===== config.mk =====
export PLATFORM = sky130hd
export DESIGN_NAME = jtag_scan_master_flat
export DESIGN_NICKNAME = d
export VERILOG_FILES = /design/src/rtl/jsm_pkg.sv /design/src/rtl/jsm_if.sv /design/src/rtl/jsm_tck_gen.sv /design/src/rtl/jtag_scan_master.sv /design/src/flat_wrapper.sv
export SDC_FILE = /design/constraint.sdc
export NUM_CORES = 1
export LEC_CHECK = 0
export CORE_ASPECT_RATIO = 1.5
export CORE_MARGIN = 2
export CORE_UTILIZATION = 56
export CTS_BUF_LIST = sky130_fd_sc_hd__clkbuf_8
export CTS_CLUSTER_SIZE = 20
export DETAILED_ROUTE_END_ITERATION = 7
export PLACE_DENSITY = 0.88
export SYNTH_ARGS = -nofsm -noshare
export SYNTH_HDL_FRONTEND = slang
export SYNTH_SLANG_ARGS = --single-unit

===== constraint.sdc =====
create_clock -name iclk -period 2.7 [get_ports iclk]
set_clock_uncertainty 0.15 [all_clocks]
set_input_delay 0.54 -clock iclk [delete_from_list [all_inputs] [get_ports iclk]]
set_output_delay 0.54 -clock iclk [all_outputs]
set_load 0.05 [all_outputs]

===== src/rtl/jsm_pkg.sv =====
// Shared types for the JTAG scan master: TAP state encoding, master phases, TMS prefixes.
// Pure declarations, no latency; no flow control of its own.
package jsm_pkg;

  typedef enum logic [3:0] {
    TEST_LOGIC_RESET, RUN_TEST_IDLE,
    SELECT_DR, CAPTURE_DR, SHIFT_DR, EXIT1_DR, PAUSE_DR, EXIT2_DR, UPDATE_DR,
    SELECT_IR, CAPTURE_IR, SHIFT_IR, EXIT1_IR, PAUSE_IR, EXIT2_IR, UPDATE_IR
  } tap_state_t;

  typedef enum logic [2:0] {
    RESET_SEQ, IDLE, PREFIX, SHIFT, SUFFIX, RUNTEST, DONE
  } phase_t;

  localparam int         TLR_CLOCKS = 5;
  // TMS prefixes from Run-Test/Idle to Shift, LSB is the first TCK
  localparam logic [2:0] DR_PREFIX  = 3'b001;
  localparam logic [3:0] IR_PREFIX  = 4'b0011;

  function automatic tap_state_t tap_next(tap_state_t s, logic tms);
    tap_state_t n;
    n = s;
    case (s)
      TEST_LOGIC_RESET: n = tms ? TEST_LOGIC_RESET : RUN_TEST_IDLE;
      RUN_TEST_IDLE:    n = tms ? SELECT_DR        : RUN_TEST_IDLE;
      SELECT_DR:        n = tms ? SELECT_IR        : CAPTURE_DR;
      CAPTURE_DR:       n = tms ? EXIT1_DR         : SHIFT_DR;
      SHIFT_DR:         n = tms ? EXIT1_DR         : SHIFT_DR;
      EXIT1_DR:         n = tms ? UPDATE_DR        : PAUSE_DR;
      PAUSE_DR:         n = tms ? EXIT2_DR         : PAUSE_DR;
      EXIT2_DR:         n = tms ? UPDATE_DR        : SHIFT_DR;
      UPDATE_DR:        n = tms ? SELECT_DR        : RUN_TEST_IDLE;
      SELECT_IR:        n = tms ? TEST_LOGIC_RESET : CAPTURE_IR;
      CAPTURE_IR:       n = tms ? EXIT1_IR         : SHIFT_IR;
      SHIFT_IR:         n = tms ? EXIT1_IR         : SHIFT_IR;
      EXIT1_IR:         n = tms ? UPDATE_IR        : PAUSE_IR;
      PAUSE_IR:         n = tms ? EXIT2_IR         : PAUSE_IR;
      EXIT2_IR:         n = tms ? UPDATE_IR        : SHIFT_IR;
      UPDATE_IR:        n = tms ? SELECT_DR        : RUN_TEST_IDLE;
      default:          n = TEST_LOGIC_RESET;
    endcase
    return n;
  endfunction

endpackage


===== src/rtl/jsm_if.sv =====
// Host-side scan request/response bundle; idle_cnt exists only with JSM_RUNTEST_EN.
// Wires only, no latency; req is taken when req && ready.
interface jsm_if #(
  parameter int DATA_W = 32,
  parameter int LEN_W  = 6
);
  logic              req;
  logic              is_ir;
  logic [LEN_W-1:0]  len;
  logic [DATA_W-1:0] tx_data;
  logic              ready;
  logic              rx_valid;
  logic [DATA_W-1:0] rx_data;
`ifdef JSM_RUNTEST_EN
  logic [7:0]        idle_cnt;

  modport master (output req, is_ir, len, tx_data, idle_cnt, input ready, rx_valid, rx_data);
  modport slave  (input req, is_ir, len, tx_data, idle_cnt, output ready, rx_valid, rx_data);
`else
  modport master (output req, is_ir, len, tx_data, input ready, rx_valid, rx_data);
  modport slave  (input req, is_ir, len, tx_data, output ready, rx_valid, rx_data);
`endif
endinterface


===== src/rtl/jsm_tck_gen.sv =====
// TCK divider: toggles tck every CLK_DIV iclk cycles while en, parks tck low otherwise.
// Strobes are combinational and mark the cycle whose clock edge moves tck; no backpressure.
module jsm_tck_gen #(
  parameter int CLK_DIV = 4
) (
  input  logic iclk,
  input  logic resetn,
  input  logic en,
  output logic tck,
  output logic fall_stb,
  output logic rise_stb
);
  localparam int CW = (CLK_DIV > 1) ? $clog2(CLK_DIV) : 1;

  logic [CW-1:0] cnt;
  logic          wrap;

  assign wrap     = en && (cnt == CW'(CLK_DIV - 1));
  assign rise_stb = wrap && !tck;
  assign fall_stb = wrap && tck;

  always_ff @(posedge iclk or negedge resetn) begin
    if (!resetn) begin
      cnt <= '0;
      tck <= 1'b0;
    end else if (!en) begin
      cnt <= '0;
      tck <= 1'b0;
    end else if (wrap) begin
      cnt <= '0;
      tck <= ~tck;
    end else begin
      cnt <= cnt + 1'b1;
    end
  end
endmodule


===== src/rtl/jtag_scan_master.sv =====
// JTAG scan initiator: walks the TAP for one IR/DR scan, shifts LSB first, returns TDO word.
// Latency (len+5 or len+6 TCK) plus optional run-test clocks with JSM_RUNTEST_EN; req held off by ready.
module jtag_scan_master
  import jsm_pkg::*;
#(
  parameter int DATA_W  = 32,
  parameter int LEN_W   = 6,
  parameter int CLK_DIV = 4
) (
  input  logic iclk,
  input  logic resetn,
  jsm_if.slave bus,
  output logic tck,
  output logic tms,
  output logic tdi,
  input  logic tdo
);
  phase_t            phase;
  tap_state_t        tap_q;
  logic [2:0]        step;
  logic [LEN_W-1:0]  bit_cnt;
  logic [LEN_W-1:0]  len_q;
  logic              ir_q;
  logic [DATA_W-1:0] tx_sr;
  logic [DATA_W-1:0] rx_sr;
`ifdef JSM_RUNTEST_EN
  logic [7:0]        rt_q;
`endif

  logic              tck_en;
  logic              fall_stb;
  logic              rise_stb;
  logic [LEN_W-1:0]  len_eff;
  logic [3:0]        pfx;
  logic [2:0]        pre_last;

  assign tck_en   = (phase == RESET_SEQ) || (phase == PREFIX) || (phase == SHIFT) ||
                    (phase == SUFFIX) || (phase == RUNTEST);
  assign len_eff  = (bus.len > LEN_W'(DATA_W)) ? LEN_W'(DATA_W) : bus.len;
  assign pfx      = ir_q ? IR_PREFIX : {1'b0, DR_PREFIX};
  assign pre_last = ir_q ? 3'd3 : 3'd2;

  jsm_tck_gen #(.CLK_DIV(CLK_DIV)) u_tck_gen (
    .iclk     (iclk),
    .resetn   (resetn),
    .en       (tck_en),
    .tck      (tck),
    .fall_stb (fall_stb),
    .rise_stb (rise_stb)
  );

  // tms/tdi always hold the value for the next rising edge; counters advance on rise
  always_ff @(posedge iclk or negedge resetn) begin
    if (!resetn) begin
      phase        <= RESET_SEQ;
      tap_q        <= TEST_LOGIC_RESET;
      step         <= '0;
      bit_cnt      <= '0;
      len_q        <= '0;
      ir_q         <= 1'b0;
      tx_sr        <= '0;
      rx_sr        <= '0;
      tms          <= 1'b1;
      tdi          <= 1'b0;
      bus.ready    <= 1'b0;
      bus.rx_valid <= 1'b0;
      bus.rx_data  <= '0;
`ifdef JSM_RUNTEST_EN
      rt_q         <= '0;
`endif
    end else begin
      bus.rx_valid <= 1'b0;
      if (rise_stb) tap_q <= tap_next(tap_q, tms);

      if (bus.ready && bus.req) begin
        ir_q    <= bus.is_ir;
        len_q   <= len_eff;
        tx_sr   <= bus.tx_data;
        rx_sr   <= '0;
        step    <= '0;
        bit_cnt <= '0;
`ifdef JSM_RUNTEST_EN
        rt_q    <= bus.idle_cnt;
`endif
        if (len_eff == '0) begin
          phase        <= DONE;
          bus.rx_valid <= 1'b1;
          bus.rx_data  <= '0;
        end else begin
          phase     <= PREFIX;
          bus.ready <= 1'b0;
          tms       <= 1'b1;
        end
      end else begin
        case (phase)
          RESET_SEQ: begin
            if (fall_stb) tms <= (step < 3'(TLR_CLOCKS));
            if (rise_stb) begin
              step <= step + 1'b1;
              if (step == 3'(TLR_CLOCKS)) begin
                phase     <= IDLE;
                step      <= '0;
                bus.ready <= 1'b1;
              end
            end
          end
          PREFIX: begin
            if (fall_stb) tms <= pfx[step[1:0]];
            if (rise_stb) begin
              step <= step + 1'b1;
              if (step == pre_last) phase <= SHIFT;
            end
          end
          SHIFT: begin
            if (fall_stb) begin
              tms <= (bit_cnt == len_q - 1'b1);
              tdi <= tx_sr[0];
            end
            if (rise_stb) begin
              rx_sr   <= rx_sr | (DATA_W'(tdo) << bit_cnt);
              tx_sr   <= tx_sr >> 1;
              bit_cnt <= bit_cnt + 1'b1;
              if (bit_cnt == len_q - 1'b1) begin
                phase <= SUFFIX;
                step  <= '0;
              end
            end
          end
          SUFFIX: begin
            if (fall_stb) tms <= (step == 3'd0);
            if (rise_stb) begin
              step <= step + 1'b1;
              if (step == 3'd1) begin
`ifdef JSM_RUNTEST_EN
                if (rt_q != 8'd0) begin
                  phase <= RUNTEST;
                end else begin
                  phase        <= DONE;
                  bus.ready    <= 1'b1;
                  bus.rx_valid <= 1'b1;
                  bus.rx_data  <= rx_sr;
                end
`else
                phase        <= DONE;
                bus.ready    <= 1'b1;
                bus.rx_valid <= 1'b1;
                bus.rx_data  <= rx_sr;
`endif
              end
            end
          end
          RUNTEST: begin
`ifdef JSM_RUNTEST_EN
            if (fall_stb) tms <= 1'b0;
            if (rise_stb) begin
              rt_q <= rt_q - 1'b1;
              if (rt_q == 8'd1) begin
                phase        <= DONE;
                bus.ready    <= 1'b1;
                bus.rx_valid <= 1'b1;
                bus.rx_data  <= rx_sr;
              end
            end
`else
            phase <= IDLE;
`endif
          end
          DONE:    phase <= IDLE;
          default: ;
        endcase
      end
    end
  end
endmodule


===== src/flat_wrapper.sv =====
// flat-port wrapper written by rule: the top's interface ports become plain ports
module jtag_scan_master_flat import jsm_pkg::*;
#(
  parameter int DATA_W  = 32,
  parameter int LEN_W   = 6,
  parameter int CLK_DIV = 4
)
  (iclk, resetn, tck, tms, tdi, tdo, bus_req, bus_is_ir, bus_len, bus_tx_data, bus_ready, bus_rx_valid, bus_rx_data);
  jsm_if #(.DATA_W(DATA_W), .LEN_W(LEN_W)) bus_i ();
  input  logic iclk;
  input  logic resetn;
  output logic tck;
  output logic tms;
  output logic tdi;
  input  logic tdo;
  input wire logic [$bits(bus_i.req)-1:0] bus_req;
  input wire logic [$bits(bus_i.is_ir)-1:0] bus_is_ir;
  input wire logic [$bits(bus_i.len)-1:0] bus_len;
  input wire logic [$bits(bus_i.tx_data)-1:0] bus_tx_data;
  output wire logic [$bits(bus_i.ready)-1:0] bus_ready;
  output wire logic [$bits(bus_i.rx_valid)-1:0] bus_rx_valid;
  output wire logic [$bits(bus_i.rx_data)-1:0] bus_rx_data;
  assign bus_i.req = bus_req;
  assign bus_i.is_ir = bus_is_ir;
  assign bus_i.len = bus_len;
  assign bus_i.tx_data = bus_tx_data;
  assign bus_ready = bus_i.ready;
  assign bus_rx_valid = bus_i.rx_valid;
  assign bus_rx_data = bus_i.rx_data;
  jtag_scan_master #(.DATA_W(DATA_W), .LEN_W(LEN_W), .CLK_DIV(CLK_DIV)) u_core (.iclk(iclk), .resetn(resetn), .bus(bus_i), .tck(tck), .tms(tms), .tdi(tdi), .tdo(tdo));
endmodule

==> flow_summary.ini <==
[logic_synthesis]
syn-num-nets = 624
ys_seq_area_frac = 0.550
syn_area_per_cell_sq_um = 9.67
syn-instance-count = 574
yosys_warnings = 0
ys_ff_latch = 122
yosys.area.top_type = dfrtp_1
synth_area_sq_um = 5550
synth-edff-count = 0
yosys-top-cells-area = dfrtp_1 (55%), nand2_1 (8.6%), mux2i_1 (5.9%)
synth_cell_type_count = 53
async_reset_ff_frac = 1.00
synth.top_cell.area_share = 0.545
synthFlopType = dfrtp_1

[worst_setup_path]
cp.arrival_ns = 1.80
path_class = reg -> out
endpoint_kind = output pin
cp-start-kind = flop
crit_fanout = 2
cpMaxStageDelayCell = clkdlybuf4s50_1
cpLargestDelayFamily = buffers and inverters
cp_slowest_stage_delay_ns = 0.80
path_buf_inv = 1
crit_path_cell_trace = clkdlybuf4s50_1
required_ns = 2.01

[die]
core_sq_um = 9690
rows = 44
die_height_um = 126
start_util = 0.573
pin_count = 80
die_x_um = 85.3
die-area_sq_um = 10700

[clocking]
cts.clk_slew.worst_paths_ns = 0.07
clock_sinks = 122
cts_tree = yes
cts_made_buffers = 17
clock-root-buffer = clkbuf_8
clk_latency_ns = 0.45
htree_num_levels = 4
clock_path_buffers = 2

[job]
cap_viol_max_count = 0

[drt]
via_per_inst = 5.65
routedWlPerCell_um = 15.5
dr.pass1.iters = 5
first_iter_violations = 285
vias = 4370
drc = 0
ant_nets = 0
totalWireLength_mm = 12.0

[placed_design]
port_buffers = 79
gp_congestion = 0.911
pre_cts_slack_ns = 0.223
dpl_cell_area_sq_um = 6440
dpl.hpwl_mm = 7.89

[pwr]
p_total_w = 0.00482
vdd_drop_max_mv = 0.469
p_leak_nw = 2.96
cellPowerDensity_nw_per_um2 = 694

[grt]
grt_max_degree = 75
grt_pass1_vias = 4400
antenna_found_initial = 0
grt_use_total = 0.240
grt_pass1_wl_mm = 20.5
overflow = 0

[timing]
slew_violations = 0
fin_setup_tns_ns = 0
post-route-worst-setup-slack_ns = 0.208
timing.final.crit_share = 0.923
fmax_mhz = 401
period_needed_ns = 2.49
worstMarginPinSlew_ns = 0.812
hold_viol_final = 0
setup_violations = 0
rsz0062_at_grt = false
slew_headroom = 0.457

[finish]
final_cell_area_sq_um = 6950
post-route-util = 0.717
num_antenna_cells = 0
final_layout_size_suffix_gt1_frac = 0.0850
nets = 696
area_delta_synth_final_pct = 25.1

[run_status]
status = finished, final reports clean

[hold_path]
min_path_type = reg -> reg
==> report_power, final <==
part / total [W] / internal (W) / leakage [nW] / switching [W]
clock network: 0.00200 / 0.00126 / 0.238 / 0.000744
logic: 0.000692 / 0.000303 / 1.12 / 0.000389
registers: 0.00212 / 0.00198 / 1.60 / 0.000139
total: 0.00482 / 0.00355 / 2.96 / 0.00127
==> per-stage QoR <==
stage | hold slack, ns | cells
2_1_floorplan | 0.0944 | 574
3_3_place_gp | 0.275 | 741
3_5_place_dp | 0.285 | 741
4_1_cts | 0.295 | 774
5_1_grt | 0.315 | 774
6_report | 0.294 | 774
==> synth_stat cells (6+ instances only) <==
master	count
o21ai_1	7
buf_2	14
xor2_1	8
dfrtp_1	121
inv_1	9
nor3_1	7
nand3b_1	7
ha_1	7
xnor2_1	6
o21ai_0	65
nor2_1	46
nand2_1	127
a21oi_1	38
clkbuf_1	16
mux2i_1	33
==> routing by layer <==
| metal | track usage | vias to the layer above | wire length [um] |
|---|---|---|---|
| li1 | - | 2087 | - |
| met2 | 0.400 | 146 | 6310 |
| met3 | 0.0629 | 35 | 596 |
| met1 | 0.287 | 2102 | 4760 |
| met5 | 0 | - | 0 |
| met4 | 0.115 | 0 | 335 |
==> layout make-up <==
class                           count  area (sq um)
Inverter                            9          33.8
Clock buffer                       20           275
Tap cell                          115           144
Sequential cell                   122          3050
Fill cell                         702          2740
Multi-Input combinational cell    407          2290
Clock inverter                     12           219
Timing Repair Buffer               89           928
==> logic make-up after synthesis <==
| family | share of synthesized area |
|---|---|
| xor gates and xnor gates | 0.0221 |
| AOI/OAI and AO/OA | 0.129 |
| adders and majority gates | 0.0158 |
| and+or+nand+nor | 0.179 |
| muxes | 0.0636 |
| buffers and inverters | 0.0397 |
| DFF | 0.550 |
==> placed cells by master, fill, tap and decap left out, types with 5 or more instances in the layout <==
| cell type | synthesis | layout |
|---|---|---|
| a21oi_1 | 38 | 38 |
| buf_12 | 0 | 5 |
| buf_4 | 3 | 5 |
| bufinv_16 | 0 | 6 |
| clkbuf_8 | 0 | 20 |
| clkdlybuf4s50_1 | 0 | 78 |
| dfrtp_1 | 121 | 121 |
| ha_1 | 7 | 7 |
| inv_1 | 9 | 10 |
| mux2i_1 | 33 | 33 |
| nand2_1 | 127 | 127 |
| nand2b_1 | 5 | 5 |
| nand3b_1 | 7 | 7 |
| nand4_1 | 5 | 5 |
| nor2_1 | 46 | 46 |
| nor3_1 | 7 | 7 |
| o21ai_0 | 65 | 65 |
| o21ai_1 | 7 | 7 |
| xnor2_1 | 6 | 6 |
| xor2_1 | 8 | 8 |
==> timing repair <==
| action | in CTS | in global routing |
|---|---|---|
| hold buffers | 1 | 0 |
| endpoints found under the hold margin | 20 | 0 |
| setup endpoints to repair | 0 | 0 |
| buffers inserted | 0 | 0 |
| resized for setup | 0 | 0 |
==> registers in the layout, indices dropped and copies added (netlist names) <==
signal,cells
u_core.ir_q,1
u_core.step,3
u_core.tx_sr,32
u_core.tms,1
u_core.len_q,6
u_core.bit_cnt,6
u_core.u_tck_gen.cnt,2
u_core.phase,3
u_core.bus.ready,1
u_core.bus.rx_data,32
u_core.tdi,1
u_core.bus.rx_valid,1
u_core.rx_sr,32
u_core.u_tck_gen.tck,1
==> worst paths after layout <==
kind / from / to / slack, ns / cells after the start
setup / recovery: u_core.tms$_DFFE_PN1P_ / tms / 0.21 / 1
hold / removal: u_core.u_tck_gen.cnt[0]$_DFF_PN0_ / u_core.u_tck_gen.cnt[0]$_DFF_PN0_ / 0.29 / 1
setup reg to reg: u_core.len_q[0]$_DFFE_PN0P_ / u_core.step[1]$_DFFE_PN0P_ / 0.38 / 8
hold reg to reg: u_core.u_tck_gen.cnt[0]$_DFF_PN0_ / u_core.u_tck_gen.cnt[0]$_DFF_PN0_ / 0.29 / 1
max in group asynchronous: resetn / u_core.rx_sr[15]$_DFFE_PN0P_ / 1.23 / 3
min in group asynchronous: resetn / u_core.bus.rx_valid$_DFF_PN0_ / 0.36 / 2
No activity file was read; power rests on OpenSTA's default activity.
